===== config.mk =====
export PLATFORM = sky130hd
export DESIGN_NAME = rs_reg_arbiter
export DESIGN_NICKNAME = d
export VERILOG_FILES = /design/src/rtl/rs_reg_pkg.sv /design/src/rtl/dff_rs_bank.sv /design/src/rtl/rs_reg_arbiter.sv
export SDC_FILE = /design/constraint.sdc
export NUM_CORES = 1
export LEC_CHECK = 0
export ABC_AREA = 1
export BUFFER_PORTS_ARGS = -buffer_cell sky130_fd_sc_hd__buf_2
export CAP_MARGIN = 0
export CORE_MARGIN = 2
export CORE_UTILIZATION = 44
export DETAILED_ROUTE_END_ITERATION = 8
export PLACE_DENSITY = 0.76
export SLEW_MARGIN = 20
export SYNTH_ARGS = -nofsm -noshare
export SYNTH_HDL_FRONTEND = slang
export SYNTH_SLANG_ARGS = --single-unit

===== constraint.sdc =====
create_clock -name clk -period 1.1 [get_ports clk]
set_input_delay 0.055 -clock clk [delete_from_list [all_inputs] [get_ports clk]]
set_output_delay 0.055 -clock clk [all_outputs]
set_load 0.005 [all_outputs]

===== src/rtl/rs_reg_pkg.sv =====
// Shared opcode and state encodings for the round-robin register arbiter.
package rs_reg_pkg;

    localparam logic [1:0] OP_NOP   = 2'b00;
    localparam logic [1:0] OP_LOAD  = 2'b01;
    localparam logic [1:0] OP_CLEAR = 2'b10;
    localparam logic [1:0] OP_SET   = 2'b11;

    typedef enum logic [1:0] {
        ST_IDLE = 2'd0,
        ST_GNT  = 2'd1,
        ST_EXEC = 2'd2
    } state_t;

endpackage


===== src/rtl/dff_rs_bank.sv =====
// WIDTH-bit register with synchronous clear/set/load (clr_n > set_n > ld)
// and asynchronous active-low reset to zero.
module dff_rs_bank #(
    parameter int WIDTH = 4
) (
    input  logic             clk,
    input  logic             reset_n,
    input  logic             clr_n,
    input  logic             set_n,
    input  logic             ld,
    input  logic [WIDTH-1:0] d,
    output logic [WIDTH-1:0] q
);

    logic [WIDTH-1:0] q_q;
    logic [WIDTH-1:0] q_d;

    always_comb begin
        q_d = q_q;
        if (!clr_n) begin
            q_d = '0;
        end else if (!set_n) begin
            q_d = {WIDTH{1'b1}};
        end else if (ld) begin
            q_d = d;
        end
    end

    always_ff @(posedge clk or negedge reset_n) begin
        if (!reset_n) begin
            q_q <= '0;
        end else begin
            q_q <= q_d;
        end
    end

    assign q = q_q;

endmodule


===== src/rtl/rs_reg_arbiter.sv =====
// Two-client round-robin arbiter owning a shared set/reset register bank.
// Each service runs grant -> capture -> execute, then acks the winner.
//
//   state   | meaning
//   --------+-----------------------------------------------------------
//   IDLE    | pick a winner from req & ~ack (round-robin on a tie)
//   GNT     | winner granted; capture its op/data or abort if withdrawn
//   EXEC    | apply captured command to the bank, pulse ack, drop grant
module rs_reg_arbiter
    import rs_reg_pkg::*;
#(
    parameter int WIDTH = 4
) (
    input  logic             clk,
    input  logic             reset_n,
    input  logic [1:0]       req,
    input  logic [1:0]       op0,
    input  logic [WIDTH-1:0] d0,
    input  logic [1:0]       op1,
    input  logic [WIDTH-1:0] d1,
    output logic [1:0]       grant,
    output logic [1:0]       ack,
    output logic             busy,
    output logic [WIDTH-1:0] q
);

    state_t           state_q, state_d;
    logic [1:0]       grant_q, grant_d;
    logic [1:0]       ack_q, ack_d;
    logic             rr_last_q, rr_last_d;
    logic             win_q, win_d;
    logic [1:0]       cmd_op_q, cmd_op_d;
    logic [WIDTH-1:0] cmd_d_q, cmd_d_d;

    logic [1:0]       elig;
    logic             bank_clr_n;
    logic             bank_set_n;
    logic             bank_ld;

    // A client acked this cycle sits out one arbitration round.
    assign elig = req & ~ack_q;

    always_comb begin
        state_d    = state_q;
        grant_d    = grant_q;
        ack_d      = 2'b00;
        rr_last_d  = rr_last_q;
        win_d      = win_q;
        cmd_op_d   = cmd_op_q;
        cmd_d_d    = cmd_d_q;
        bank_clr_n = 1'b1;
        bank_set_n = 1'b1;
        bank_ld    = 1'b0;

        case (state_q)
            ST_IDLE: begin
                if (elig != 2'b00) begin
                    win_d     = (elig == 2'b11) ? ~rr_last_q : elig[1];
                    grant_d   = win_d ? 2'b10 : 2'b01;
                    rr_last_d = win_d;
                    state_d   = ST_GNT;
                end
            end
            ST_GNT: begin
                if (!req[win_q]) begin
                    grant_d = 2'b00;
                    state_d = ST_IDLE;
                end else begin
                    cmd_op_d = win_q ? op1 : op0;
                    cmd_d_d  = win_q ? d1 : d0;
                    state_d  = ST_EXEC;
                end
            end
            ST_EXEC: begin
                case (cmd_op_q)
                    OP_LOAD:  bank_ld    = 1'b1;
                    OP_CLEAR: bank_clr_n = 1'b0;
                    OP_SET:   bank_set_n = 1'b0;
                    default:  bank_ld    = 1'b0;
                endcase
                grant_d = 2'b00;
                ack_d   = win_q ? 2'b10 : 2'b01;
                state_d = ST_IDLE;
            end
            default: begin
                grant_d = 2'b00;
                state_d = ST_IDLE;
            end
        endcase
    end

    // rr_last resets to 1 so client 0 wins the first tie after reset.
    always_ff @(posedge clk or negedge reset_n) begin
        if (!reset_n) begin
            state_q   <= ST_IDLE;
            grant_q   <= 2'b00;
            ack_q     <= 2'b00;
            rr_last_q <= 1'b1;
            win_q     <= 1'b0;
            cmd_op_q  <= OP_NOP;
            cmd_d_q   <= '0;
        end else begin
            state_q   <= state_d;
            grant_q   <= grant_d;
            ack_q     <= ack_d;
            rr_last_q <= rr_last_d;
            win_q     <= win_d;
            cmd_op_q  <= cmd_op_d;
            cmd_d_q   <= cmd_d_d;
        end
    end

    dff_rs_bank #(
        .WIDTH (WIDTH)
    ) u_bank (
        .clk     (clk),
        .reset_n (reset_n),
        .clr_n   (bank_clr_n),
        .set_n   (bank_set_n),
        .ld      (bank_ld),
        .d       (cmd_d_q),
        .q       (q)
    );

    assign grant = grant_q;
    assign ack   = ack_q;
    assign busy  = (state_q != ST_IDLE);

endmodule


==> out/metrics.csv <==
stage;metric;value;unit
cts;cts bufs inserted;3;
cts;CTS Sinks;18;
critical_path;CP Class;reg -> reg;
timing;worst hold-check slack;0.0395;ns
synthesis;Ys Warns;0;
min_path;hold path startpoint;d1[3];
synthesis;Unique masters post-synth;14;
routing;DRT antenna net count;0;
timing;crit share post-route;100;%
critical_path;worst path cell trace;buf_6, or2_4, o21ai_2, o21ai_2;
layout;final net count;143;
floorplanning;core outline area;1750;µm²
timing;Slew Viols, Final;0;
placement;port bufs;24;
routing;Routed WL per cell;11.0;µm
timing;Least-Margin Pin Slew;0.390;ns
timing;Peak Freq;0.906;GHz
timing;Hold Fails Final Rpt;0;
routing;Iter 0 DRT Violations;14;
timing;setup ws final;-0.00428;ns
critical_path;CP required;1.29;ns
synthesis;sequential area share after synthesis;54.8;%
layout;commonest non-fill, non-tap cell in the layout;nand2_1;
synthesis;Synth Register Bits;18;
critical_path;CP dominant cell by count;o21ai_2;
global_route;vias in the first global route;599;
placement;pre-CTS WS;-0.0233;ns
critical_path;Critical R2R Launch;win_q;
layout;final core utilization;62.3;%
routing;final wirelength;1.66;mm
floorplanning;initial core utilization;47.2;%
floorplanning;boundary pin count;25;
routing;DRC;0;
cts;Clock Root Buffer;clkbuf_4;
timing;clock skew;0.00618;ns
floorplanning;die area;2240;µm²
status;violated checks;setup timing;
cts;CTS Buffer Depth;2;
global_route;global-route wire length before repair;2.39;mm
critical_path;Data arrival, critical path;1.30;ns
synthesis;syn_nets;110;
critical_path;Crit-path slowest cell;dfrtp_2;
routing;vias per inst;4.71;
min_path;hold endpoint;cmd_d_q[3];
routing;DR pass1 iterations;4;
layout;fraction of layout cells with a size suffix above 1;44.4;%
timing;clock period minus worst slack;1.10;ns
layout;Antenna Cells;0;
critical_path;internal reg-to-reg setup slack;-0.004;ns
pwr;LEAKAGE;0.590;nW
pwr;pwr dens;2680;nW/µm²
routing;via count;711;
critical_path;worst r2r dst;cmd_op_q[0];
placement;RePlAce Congestion;0.820;
run;max-cap check violation count;0;
min_path;hold path cells;3;
timing;Max-slew headroom;74.0;%
layout;fillers;147;
placement;Placed Area;968;µm²
layout;final instance area;1090;µm²
synthesis;Post-Synthesis Cell Area;825;µm²
placement;hpwl dp;1.19;mm
layout;Syn-to-layout area delta;31.9;%
cts;clock transition at the registers of the reported paths;0.11;ns
timing;unrepaired setup endpoints after global routing;yes;
critical_path;CP Max Fanout;6;
synthesis;syn avg cell area;8.77;µm²
timing;final setup vio count;2;
cts;Clk Latency, worst-skew pair;0.30;ns
critical_path;CP startpoint kind;register;
min_path;Worst Hold Class;in -> reg;
layout;most frequent cells in the layout;nand2_1, buf_2, dfrtp_1;
critical_path;CP endpoint kind;register;
cts;CTS tree;done;
floorplanning;row count;15;
critical_path;worst r2r path cells;4;
global_route;initial antenna violation count;0;
synthesis;Post-Synthesis Cells;94;
cts;# H-tree levels;1;
floorplanning;Die Y-Extent;47.3;µm
global_route;GRT Total Usage;15.3;%
pwr;total chip power;2.91;mW
status;outcome;complete, but fails checks;
critical_path;CP peak stage delay;0.48;ns
global_route;pin count of the biggest net entering global routing;19;
floorplanning;Die X;47.3;µm
global_route;Overflow after GRT;0;
pwr;maximum vdd drop;1.60;mV
==> final cells by class <==
cell class | instances | area, µm² | share of cell area, %
Sequential cell | 18 | 453 | 41.7
Timing Repair Buffer | 30 | 171 | 15.8
Multi-Input combinational cell | 65 | 357 | 32.8
Clock buffer | 4 | 36.3 | 3.34
Tap cell | 25 | 31.3 | 2.88
Inverter | 9 | 38.8 | 3.57
==> cell usage after synthesis, drive strengths merged <==
cell   count  share of area [%]
nand2     30                 15
dfrtp     17                 52
dfstp      1                3.2
nand3      3                1.8
nor2       6                2.7
or2        6                4.6
o21ai     20                 14
inv        9                4.7
buf        2                2.7
==> state kept, by name (all words and copies together) (netlist names) <==
signal	flops
ack	2
win_q	1
cmd_d_q	4
rr_last_q	1
u_bank.q	4
grant	2
state_q	2
cmd_op_q	2
==> metrics by stage <==
stage	instances	TNS, ns
2_1_floorplan	94	0
3_3_place_gp	143	0
3_5_place_dp	143	-0.0325
4_1_cts	148	0
5_1_grt	151	-0.204
6_report	151	-0.00682
==> cell families after synthesis <==
logic type	synth area share, %
simple gates	24.3
compound gates	13.5
flops	54.8
buf+inv	7.44
==> power by group <==
part	switching (mW)	total [mW]	internal, mW	leakage [nW]
clock	0.213	0.414	0.202	0.0210
combinational	0.695	1.30	0.603	0.343
sequential	0.222	1.20	0.977	0.226
==> critical path, delay by kind of cell, from the launching register on <==
family / cells / cell delay (ns)
compound gates: 2 / 0.13
simple gates: 1 / 0.24
flops: 1 / 0.48
buf+inv: 1 / 0.15
==> worst max path at each step <==
stage | startpoint | end | depth (start not counted)
floorplan | win_q | cmd_op_q[1] | 8
global placement | win_q | grant[1] | 6
detailed placement | win_q | grant[1] | 7
CTS | state_q[0] | busy | 3
global route | state_q[1] | grant[1] | 5
finish | win_q | cmd_op_q[0] | 4
==> layer usage <==
layer / vias up / track usage [%] / wire, µm
li1: 363 / - / -
met1: 322 / 19.5 / 739
met2: 24 / 24.9 / 830
met3: 2 / 2.31 / 70
met4: 0 / 8.33 / 22
met5: - / 0 / 0
==> timing repair <==
item | CTS | global route
gates resized for setup | 5 | 14
setup buffers | 0 | 3
pin swaps | 1 | 2
setup endpoints to repair | 4 | 11
hold buffers | 1 | 0
hold endpoints to repair | 18 | 0
No activity file was read; power rests on OpenSTA's default activity.
